--- config.mk ---
export PLATFORM = sky130hd
export DESIGN_NAME = matvec_job_scheduler
export DESIGN_NICKNAME = d
export VERILOG_FILES = /design/src/rtl/matvec_job_scheduler.sv
export SDC_FILE = /design/constraint.sdc
export NUM_CORES = 1
export LEC_CHECK = 0
export CORE_MARGIN = 2
export CORE_UTILIZATION = 55
export CTS_BUF_LIST = sky130_fd_sc_hd__clkbuf_16
export DETAILED_ROUTE_END_ITERATION = 12
export GPL_TIMING_DRIVEN = 0
export PLACE_DENSITY = 0.89
export SYNTH_ARGS = -nofsm -noshare
export SYNTH_HDL_FRONTEND = slang
export SYNTH_SLANG_ARGS = --single-unit
export TNS_END_PERCENT = 1
--- constraint.sdc ---
create_clock -name clk -period 5.99 [get_ports clk]
set_clock_uncertainty 0.15 [all_clocks]
set_input_delay 0.8985 -clock clk [delete_from_list [all_inputs] [get_ports clk]]
set_output_delay 0.8985 -clock clk [all_outputs]
set_load 0.005 [all_outputs]
--- src/rtl/matvec_job_scheduler.sv ---
// Job-queue front end for the matrix-vector core: buffers {rows, cols} jobs in order
// and walks each one through CLEAR -> CAL -> READ -> DONE, driving the core strobes.
module matvec_job_scheduler #(
    parameter int SIZE_W = 8,
    parameter int QDEPTH = 4,
    parameter int CNT_W  = 16
) (
    input  logic                      clk,
    input  logic                      reset,
    input  logic                      job_valid,
    output logic                      job_ready,
    input  logic [SIZE_W-1:0]         job_rows,
    input  logic [SIZE_W-1:0]         job_cols,
    input  logic                      abort,
    output logic                      core_clear,
    output logic                      core_start,
    output logic [SIZE_W-1:0]         core_rows,
    output logic [SIZE_W-1:0]         core_cols,
    output logic                      read,
    output logic                      busy,
    output logic                      done_pulse,
    output logic [$clog2(QDEPTH):0]   q_count,
    output logic [CNT_W-1:0]          jobs_done
);

    localparam int PTR_W = $clog2(QDEPTH);
    localparam int CW    = PTR_W + 1;

    typedef enum logic [2:0] {
        S_IDLE,
        S_CLEAR,
        S_CAL,
        S_READ,
        S_DONE
    } state_t;

    state_t              state_q;
    logic [CW-1:0]       count_q, count_d;
    logic [PTR_W-1:0]    wr_ptr_q, rd_ptr_q;
    logic [SIZE_W:0]     phase_q;
    logic [SIZE_W-1:0]   rows_q, cols_q;
    logic [CNT_W-1:0]    jobs_done_q;
    logic [SIZE_W-1:0]   mem_rows [QDEPTH];
    logic [SIZE_W-1:0]   mem_cols [QDEPTH];

    logic push, pop, cal_last, read_last;

    always_comb begin
        job_ready = (count_q < CW'(QDEPTH));
        push      = job_valid && job_ready && !abort;
        pop       = (state_q == S_IDLE) && (count_q != '0) && !abort;
        count_d   = count_q;
        if (push && !pop) count_d = count_q + 1'b1;
        else if (pop && !push) count_d = count_q - 1'b1;
        // Sum is one bit wider than the size fields so 255+255 does not wrap.
        cal_last  = (phase_q == ({1'b0, rows_q} + {1'b0, cols_q}));
        read_last = (phase_q == {1'b0, cols_q});
    end

    // NOTE: queue storage has no reset; an entry is only read after it was written,
    // and the occupancy count alone decides validity.
    always_ff @(posedge clk) begin
        if (push) begin
            mem_rows[wr_ptr_q] <= job_rows;
            mem_cols[wr_ptr_q] <= job_cols;
        end
    end

    always_ff @(posedge clk) begin
        if (!reset) begin
            state_q     <= S_IDLE;
            count_q     <= '0;
            wr_ptr_q    <= '0;
            rd_ptr_q    <= '0;
            phase_q     <= '0;
            rows_q      <= '0;
            cols_q      <= '0;
            jobs_done_q <= '0;
        end else if (abort) begin
            state_q  <= S_IDLE;
            count_q  <= '0;
            wr_ptr_q <= '0;
            rd_ptr_q <= '0;
            phase_q  <= '0;
        end else begin
            count_q <= count_d;
            if (push) wr_ptr_q <= wr_ptr_q + 1'b1;
            if (pop)  rd_ptr_q <= rd_ptr_q + 1'b1;
            case (state_q)
                S_IDLE: begin
                    if (pop) begin
                        rows_q  <= mem_rows[rd_ptr_q];
                        cols_q  <= mem_cols[rd_ptr_q];
                        state_q <= S_CLEAR;
                    end
                end
                S_CLEAR: begin
                    phase_q <= '0;
                    state_q <= S_CAL;
                end
                S_CAL: begin
                    if (cal_last) begin
                        phase_q <= '0;
                        state_q <= S_READ;
                    end else begin
                        phase_q <= phase_q + 1'b1;
                    end
                end
                S_READ: begin
                    if (read_last) begin
                        phase_q <= '0;
                        state_q <= S_DONE;
                    end else begin
                        phase_q <= phase_q + 1'b1;
                    end
                end
                S_DONE: begin
                    jobs_done_q <= jobs_done_q + 1'b1;
                    state_q     <= S_IDLE;
                end
                default: state_q <= S_IDLE;
            endcase
        end
    end

    // Moore decode of the registered state and phase counter.
    assign core_clear = (state_q == S_CLEAR);
    assign core_start = (state_q == S_CAL) && (phase_q == '0);
    assign read       = (state_q == S_READ);
    assign done_pulse = (state_q == S_DONE);
    assign busy       = (state_q != S_IDLE);
    assign core_rows  = rows_q;
    assign core_cols  = cols_q;
    assign q_count    = count_q;
    assign jobs_done  = jobs_done_q;

endmodule

# After elaboration in Yosys (flattened, before gate mapping)
# Memories as Yosys holds them, arrays and structs flattened. A register that Yosys moved wholly into a read port is not among the register bits.
# Index checks and enable logic that the tools add are counted.
# word_totals
ff_bits	35
wordCells	60
mem_bits_rw	64
n_memories	2
# mem_list
name	depth	width	rd	rd_ports_with_merged_regs	write_ports	line_no	rtl
mem_cols	4	8	1	1	1	44	logic [SIZE_W-1:0] mem_cols [QDEPTH];
mem_rows	4	8	1	1	1	43	logic [SIZE_W-1:0] mem_rows [QDEPTH];
# op_classes
eq_ne	9
addsub	7
n_mux	11
order_cmp	1
n_bitwise	2
reduce_logical	22
# ops
operator	count
9-bit one-hot mux with 3 select lines	1
9-bit two-way mux	2
16-bit by 1-bit adder with 16-bit output, second input constant	1
3-bit two-way mux	5
3-bit one-hot mux with 4 select lines	1
8-bit by 8-bit adder with 9-bit output	1
9-bit by 1-bit adder with 9-bit output, second input constant	1
9-bit by 8-bit equality test with 1-bit output	1
9-bit equality test	1
9-bit zero test	1
3-bit nonzero test	3
1-bit logical AND	7
3-bit by 2-bit equality test with 1-bit output, second input constant	2
3-bit AND reduction	2
1-bit zero test	5
2-bit by 1-bit adder with 2-bit output, second input constant	2
2-bit inequality test, second input constant	2
3-bit by 1-bit adder with 3-bit output, second input constant	1
3-bit by 1-bit equality test with 1-bit output, second input constant	1
3-bit equality test, second input constant	1
3-bit zero test	1
3-bit < comparator, second input constant	1
3-bit by 1-bit subtractor with 3-bit output, second input constant	1
1-bit two-way mux	2
5 further kinds	6

# Logic depth before layout (Yosys ltp)
# Gate-level depths: netlist of the first run.
# logic_depth
ltp_word	7
ltp_mapped	10
depth_no_buf	9

# Worst setup path after synthesis of the first run
# No wires, ideal clock.
# synth_path
path_kind	input to register
start	input job_valid
end	register count_q[2] (netlist: q_count[2])
n_path_buf	0
required_time_ps	5769
slack_ps	3087
arrival_time_ps	2683
stages	7
path_cell_list	nor3b_1 > ha_1 > inv_1 > fa_1 > xor2_1 > or3_1 > a21oi_1
# synth_via
elab_chain_len	5
word_cells_on_any_way	7
# synth_lines
item	line_no	rtl
start: declaration	10	input logic job_valid,
1-bit logical AND (*) (2 in a row)	50	push = job_valid && job_ready && !abort;
1-bit zero test	54	else if (pop && !push) count_d = count_q - 1'b1;
1-bit logical AND	54	
2-bit nonzero test (no source line)	-	
end signal: assignment	86	count_q <= count_d;
end: declaration	38	logic [CW-1:0] count_q, count_d;
# Every way passes the cells marked *; elsewhere a longest branch is shown, timed or not.
# A chain may end at the register's enable or synchronous reset.

# Worst setup path in the final report of the first run
# layout_path
start	input abort
end	register count_q[2] (netlist: q_count[2])
# layout_via
elab_chain_len	5
word_cells_on_any_way	10
# layout_lines
item	line_no	rtl
start: declaration	14	input logic abort,
1-bit zero test (*)	50	
1-bit logical AND (*)	50	
named net push	46	logic push, pop, cal_last, read_last;
1-bit zero test	54	
1-bit logical AND	54	
2-bit nonzero test (no source line)	-	
# The timed path passes the listed nets; every way through them passes the cells marked *.

==> impl_results.md, run 1 <==
* Outcome: completed
* HP Class: register to register
* Worst Path Max Fanout at 8
* Row Count at 35
* Largest net degree at the start of global routing at 17
* Most frequent cells in the layout: edfxtp_1 (64), clkdlybuf4s50_1 (60), dfxtp_1 (51)
* Initial Util at 57.1%
* Required time worst endpoint at 6.18 ns
* Top-Level Pins at 61
* DRT Wirelength at 11,300 um
* Die Y at slightly above 100 um
* H-tree Lvls at 4
* Clock power share at 50.5%
* Clock transition at path regs at 0.06 ns
* Leak at 2.43 nW
* Worst setup SP type: input port
* Arr. time, crit path at 3.60 ns
* Ys flop type: edfxtp_1
* Net Sw Frac at between 20% and 30%
* Drt initial violations at 218
* Period minus WS final at 3.41 ns
* Clock Tree Buf Depth at 2
* Tightest Pin Transition at 0.903 ns
* Via count at ~3,700
* Synthesized Nets at 476
* Root buffer cell: clkbuf_16
* Gpl congestion at 0.874
* Fin. Hold Viols at 0
* Total grt overflow at 0
* Hpwl dp at approximately 7700 um
* Vias in the first global route at about 3,800
* RSZ-0062 raised after global routing: no
* EDFF count, synth at 64
* Async SR Flop Fraction at 0%
* Yosys warnings at 0
* Net switching power of the design at 490 uW
* Crit end category: register
* Remaining antenna violation count at 0
* Die area at 10,400 sq um
* Setup TNS at 0 ns
* FMAX at 293 MHz
* Post-CTS Resized at 0
* Sequential area share after synthesis at approximately 56%
* Post-CTS Setup Inserts at 0
* Mapped Cells at 438
* Final nets at 555
* Slew Viols, Final at 0
* #FFs+latches synth at 115
* First-pass GRT wire length at around 18,000 um
* Antenna cells at 0
* Cell variety after synth at 55
* All-layer global routing usage at a little under a quarter
* # hold bufs at CTS at 0
* Vias per Instance at 5.60
* TritonCTS clock tree: done
* First-pass DRT Iterations at 5
* WS Path Type: input port to register
* Wire per inst at roughly 17 um
* Worst skew pair latency at 0.41 ns
* Post-route worst setup slack at 2.58 ns
* Max Cap Viol at 0
* Worst slack, placed at 2.16 ns
* Final worst-path cycle share at a little under three fifths
* Final setup viols at 0
* Sequential power share at 41.5%
* Combinational power share at 8.0%
* Die Wd at 102 um
* Post-Syn Area at 5300 sq um
* Core box area at 9280 sq um
* PortBufs at 60
* TritonCTS buffer count at 17
* Area delta synth->final at 26.1%
* Pwr dens at between 300 and 400 nW/um^2
* Initial antenna violation count at 0
* Num Clock Sinks at 115
* Remaining DRCs at 0
* Relative slew margins at 39.7%
* Maximum vdd drop at 0.000287 V
* Proportion of layout cells with a drive suffix above 1 at 14.0%
* Commonest non-fill, non-tap cell in the layout: edfxtp_1
* Cell Int Power at about 1.6 mW
* Syn_area_per_cell at 12.1 sq um
[per-stage QoR]
stage               hold WS (ns)  utilization [%]  total power, mW  cell area [sq um]  std cells
floorplan                  0.327                -            0.980               5300        438
global placement           0.326             65.3             1.04               6060        627
detailed placement         0.332             65.3             1.05               6060        627
CTS                        0.347             72.0             2.10               6680        659
global route               0.387             72.0             2.15               6680        659
finish                     0.350             72.0             2.09               6680        659
[worst max-delay path, cell delays in order]
cell             delay, ns
clkdlybuf4s50_1       0.52
nor3b_1               0.78
ha_1                  0.32
inv_1                 0.06
fa_1                  0.37
xor2_1                0.18
or3_1                 0.31
a21oi_1               0.15
[registers in the layout, summed over array words and instances, names as in the netlist]
name       cells
core_cols      8
jobs_done     16
state_q        3
rd_ptr_q       2
wr_ptr_q       2
phase_q        9
q_count        3
mem_cols      32
mem_rows      32
core_rows      8
[synthesized netlist by cell type, drive strengths merged (2+ instances only)]
master   n  area (sq um)
nor2b    2          12.5
nand3   15          75.1
a31oi    2          12.5
o31ai    3          22.5
o21ai   22           114
nor2    20          75.1
buf     12          73.8
nor4b    2          32.5
xor2    17           149
mux2i    2          20.0
o22ai    2          12.5
dfxtp   51          1020
a21boi  19           143
nand2   49           189
a21oi   15          75.1
or3      5          32.5
clkbuf   7          36.3
nor4     2          12.5
edfxtp  64          1920
mux4    16           360
inv      9          33.8
fa       2          40.0
nand4    3          31.3
and3    11          68.8
and2    18           114
nor3     9          50.1
or2      2          15.0
a21o     4          30.0
xnor2   20           175
o311ai   4          35.0
ha      16           200
[power groups by stage]
stage,clock [mW],sequential (mW),combinational (mW)
final,1.05,0.867,0.167
after global routing,1.10,0.868,0.184
after CTS,1.07,0.866,0.166
after detailed placement,0,0.883,0.163
after global placement,0,0.882,0.157
after floorplan,0,0.879,0.101
[layer usage]
metal / track usage, % / vias to the layer above / wire [um]
met3: 5.13 / 33 / 507
met2: 41.8 / 103 / 5890
met5: 0 / - / 0
met1: 27.3 / 1780 / 4500
li1: - / 1772 / -
met4: 10.1 / 0 / 354
[layout make-up]
type                            count  area [sq um]
Sequential cell                   115          2940
Fill cell                         636          2600
Multi-Input combinational cell    294          2210
Timing Repair Buffer               60           601
Clock buffer                       17           425
Clock inverter                     15           195
Tap cell                          129           161
Buffer                             19           110
Inverter                           10          37.5
[cells by family (layout without fill, tap and decap cells)]
| kind of cell | after synthesis | after routing | synth area share (%) |
|---|---|---|---|
| buffers and inverters | 29 | 121 | 2.79 |
| XOR/XNOR | 37 | 37 | 6.12 |
| AO/OA/AOI/OAI | 81 | 81 | 10.2 |
| multiplexers | 18 | 18 | 7.18 |
| AND/OR/NAND/NOR | 140 | 140 | 13.7 |
| adder cells (fa/ha/maj) | 18 | 18 | 4.53 |
| flip-flops | 115 | 115 | 55.5 |
[worst paths after layout]
kind	startpoint	end	slack [ns]	cells after the start
max	abort	q_count[2]$_SDFFE_PP0P_	2.58	8
max reg2reg	state_q[2]$_SDFFE_PP0P_	q_count[2]$_SDFFE_PP0P_	3.06	10
min	core_rows[5]$_SDFFE_PN0P_	core_rows[5]$_SDFFE_PN0P_	0.35	2
min reg2reg	core_rows[5]$_SDFFE_PN0P_	core_rows[5]$_SDFFE_PN0P_	0.35	2
No activity file was read; power rests on OpenSTA's default activity.
==> run 2, diff against run 1 <==
Settings changed: CORE_UTILIZATION 55 to 51, PLACE_DENSITY 0.89 to 0.88.
Clock period 5.99 ns to 2.87 ns, I/O delays scaled along.
==> run 2 against run 1 <==
Via count rose by 1.5%. Wire length grew 5.2%. Global-route usage decreased by 0.93 points. Sequential share of layout area is essentially flat. Flip-flop and latch count unchanged. Non-clock buffer count is the same. Utilization decreased by 6.3 points. Total power increased by 100%. Critical path type is now register to register. Highest routed layer unchanged.
==> impl_results.md, run 2 (synthesized netlist as in run 1, its figures left out) <==
* Initial Util at 52.0% (was 57.1%)
* First-pass DRT Iterations at 5 (unchanged)
* # hold bufs at CTS at 0 (unchanged)
* Maximum vdd drop at 0.000547 V (was 0.000287 V)
* Max Cap Viol at 0 (unchanged)
* Pwr dens at 633 nW/um^2 (was 312 nW/um^2)
* Outcome: completed (unchanged)
* Proportion of layout cells with a drive suffix above 1 at 14.5% (was 14.0%)
* Period minus WS final at 2.78 ns
* Die Wd at 106 um (was 102 um)
* Most frequent cells in the layout: edfxtp_1 (64), clkdlybuf4s50_1 (60), dfxtp_1 (51) (unchanged)
* Worst slack, placed at -0.472 ns (was 2.16 ns)
* Root buffer cell: clkbuf_16 (unchanged)
* Vias per Instance at 5.62 (was 5.60)
* Grt met2 use at 40.0% (was 41.8%)
* Global Route met3 Usage at 5.70% (was 5.13%)
* Wire per inst at 17.8 um (was 17.1 um)
* Reg2reg start: core_cols[0]$_SDFFE_PN0P_ (was state_q[2]$_SDFFE_PP0P_)
* Hold Slack at 0.358 ns (was 0.350 ns)
* Setup TNS at 0 ns (unchanged)
* Final worst-path cycle share at between 90% and 100%
* GRT busiest layer: met2 (unchanged)
* Drt initial violations at 214 (was 218)
* Remaining antenna violation count at 0 (unchanged)
* Fin. Hold Viols at 0 (unchanged)
* Largest net degree at the start of global routing at 17 (unchanged)
* Worst Path Max Fanout at 6 (was 8)
* Global-route met1 utilization at 25.6% (was 27.3%)
* Final setup viols at 0 (unchanged)
* Post-route worst setup slack at 0.0908 ns (was 2.58 ns)
* Tightest Pin Transition at 0.834 ns (was 0.903 ns)
* TritonCTS buffer count at 17 (unchanged)
* Reg2Reg Capture Point: phase_q[1]$_SDFFE_PP0P_ (was q_count[2]$_SDFFE_PP0P_)
* Core box area at 10,200 sq um (was 9280 sq um)
* Commonest non-fill, non-tap cell in the layout: edfxtp_1 (unchanged)
* Required time worst endpoint at 3.00 ns (was 6.18 ns)
* HP Class: register to register (unchanged)
* WHS Endpoint: core_rows[6]$_SDFFE_PN0P_ (was core_rows[5]$_SDFFE_PN0P_)
* Remaining DRCs at 0 (unchanged)
* Slew Viols, Final at 0 (unchanged)
* Total grt overflow at 0 (unchanged)
* Arr. time, crit path at 2.91 ns (was 3.60 ns)
* Die Y at 106 um (was 102 um)
* Hold-critical path depth at 2 (unchanged)
* DRT Wirelength at 11,800 um (was 11,300 um)
* Crit end category: register (unchanged)
* First-pass GRT wire length at 19,200 um (was 18,400 um)
* PortBufs at 60 (unchanged)
* Num Clock Sinks at 115 (unchanged)
* FMAX at ~360 MHz
* Worst R2R Path Depth at 9 (was 10)
* Gpl congestion at 0.893 (was 0.874)
* Clock Tree Buf Depth at 2 (unchanged)
* Vias in the first global route at 3,862 (was 3,803)
* Clock transition at path regs at 0.05 ns (was 0.06 ns)
* Leak at 2.41 nW (was 2.43 nW)
* Via count at 3,744 (was 3,688)
* Worst Min Path Start: core_rows[6]$_SDFFE_PN0P_ (was core_rows[5]$_SDFFE_PN0P_)
* Hpwl dp at 7970 um (was 7710 um)
* FF-to-FF setup slack at 0.09 ns (was 3.06 ns)
* TritonCTS clock tree: done (unchanged)
* Antenna cells at 0 (unchanged)
* Post-CTS Setup Inserts at 0 (unchanged)
* Relative slew margins at 44.4% (was 39.7%)
* RSZ-0062 raised after global routing: yes (was no)
* Final nets at 555 (unchanged)
* Initial antenna violation count at 0 (unchanged)
* Row Count at 37 (was 35)
* Worst skew pair latency at 0.41 ns (about the same)
* Die area at 11,200 sq um (was 10,400 sq um)
* All-layer global routing usage at 22.5% (was 23.4%)
* Top-Level Pins at 61 (unchanged)
* Worst setup SP type: register (was input port)
* H-tree Lvls at 4 (unchanged)
* WS Path Type: register to register (was input port to register)
* Area delta synth->final at 26.2% (was 26.1%)
## run 2: cell type report
class,count,area [sq um]
repair buffers,60,601
multi-input cells,294,2240
plain buffers,19,110
clock inverters,15,158
inverters,10,38.8
clock buffers,17,425
flip-flops and latches,115,2940
well taps,136,170
fillers,701,3500
## run 2: layer usage
metal | up-vias | wire [um] | share of wire, %
met4 | 0 | 195 | 1.6
met5 | - | 0 | 0
met2 | 104 | 6380 | 54
met1 | 1855 | 4710 | 40
li1 | 1766 | - | -
met3 | 19 | 552 | 4.7
## run 2: metrics by stage
| stage | cell area [sq um] | total power, mW | instances | util, % |
|---|---|---|---|---|
| 6_report | 6690 | 4.23 | 666 | 65.7 |
| 5_1_grt | 6690 | 4.35 | 666 | 65.7 |
| 4_1_cts | 6660 | 4.24 | 666 | 65.4 |
| 3_5_place_dp | 6070 | 2.18 | 634 | 59.6 |
| 3_3_place_gp | 6070 | 2.17 | 634 | 59.6 |
| 2_1_floorplan | 5300 | 2.05 | 438 | - |
## run 2: what timing repair did
action                                  CTS  global route
pin swaps                                 0             2
gates resized for setup                   2             5
endpoints found under the setup margin    2            10
## run 2: how the worst max path moves through the flow
stage	slack, ns	from	endpoint	cells after the start
after global routing	-0.0004	core_cols[0]$_SDFFE_PN0P_	phase_q[1]$_SDFFE_PP0P_	9
after detailed placement	-0.47	abort	q_count[2]$_SDFFE_PP0P_	8
after CTS	0.04	state_q[0]$_SDFFE_PP0P_	q_count[2]$_SDFFE_PP0P_	10
final	0.09	core_cols[0]$_SDFFE_PN0P_	phase_q[1]$_SDFFE_PP0P_	9
after global placement	-0.36	abort	q_count[2]$_SDFFE_PP0P_	8
after floorplan	0.31	state_q[0]$_SDFFE_PP0P_	q_count[2]$_SDFFE_PP0P_	10
## run 2: report_power, final
| group | switching, mW | internal [mW] | total (mW) |
|---|---|---|---|
| Sequential | 0.0313 | 1.78 | 1.81 |
| Clock | 0.779 | 1.28 | 2.06 |
| Combinational | 0.189 | 0.170 | 0.359 |
## run 2: worst max-delay path, stage by stage (launching register included)
cell and delay, ns:
dfxtp_1 0.38, ha_1 0.24, fa_1 0.41, a21o_1 0.22, a221oi_4 0.32, a21oi_1 0.14, xnor2_1 0.21, nand4_2 0.22
o21ai_2 0.27, o22ai_1 0.11
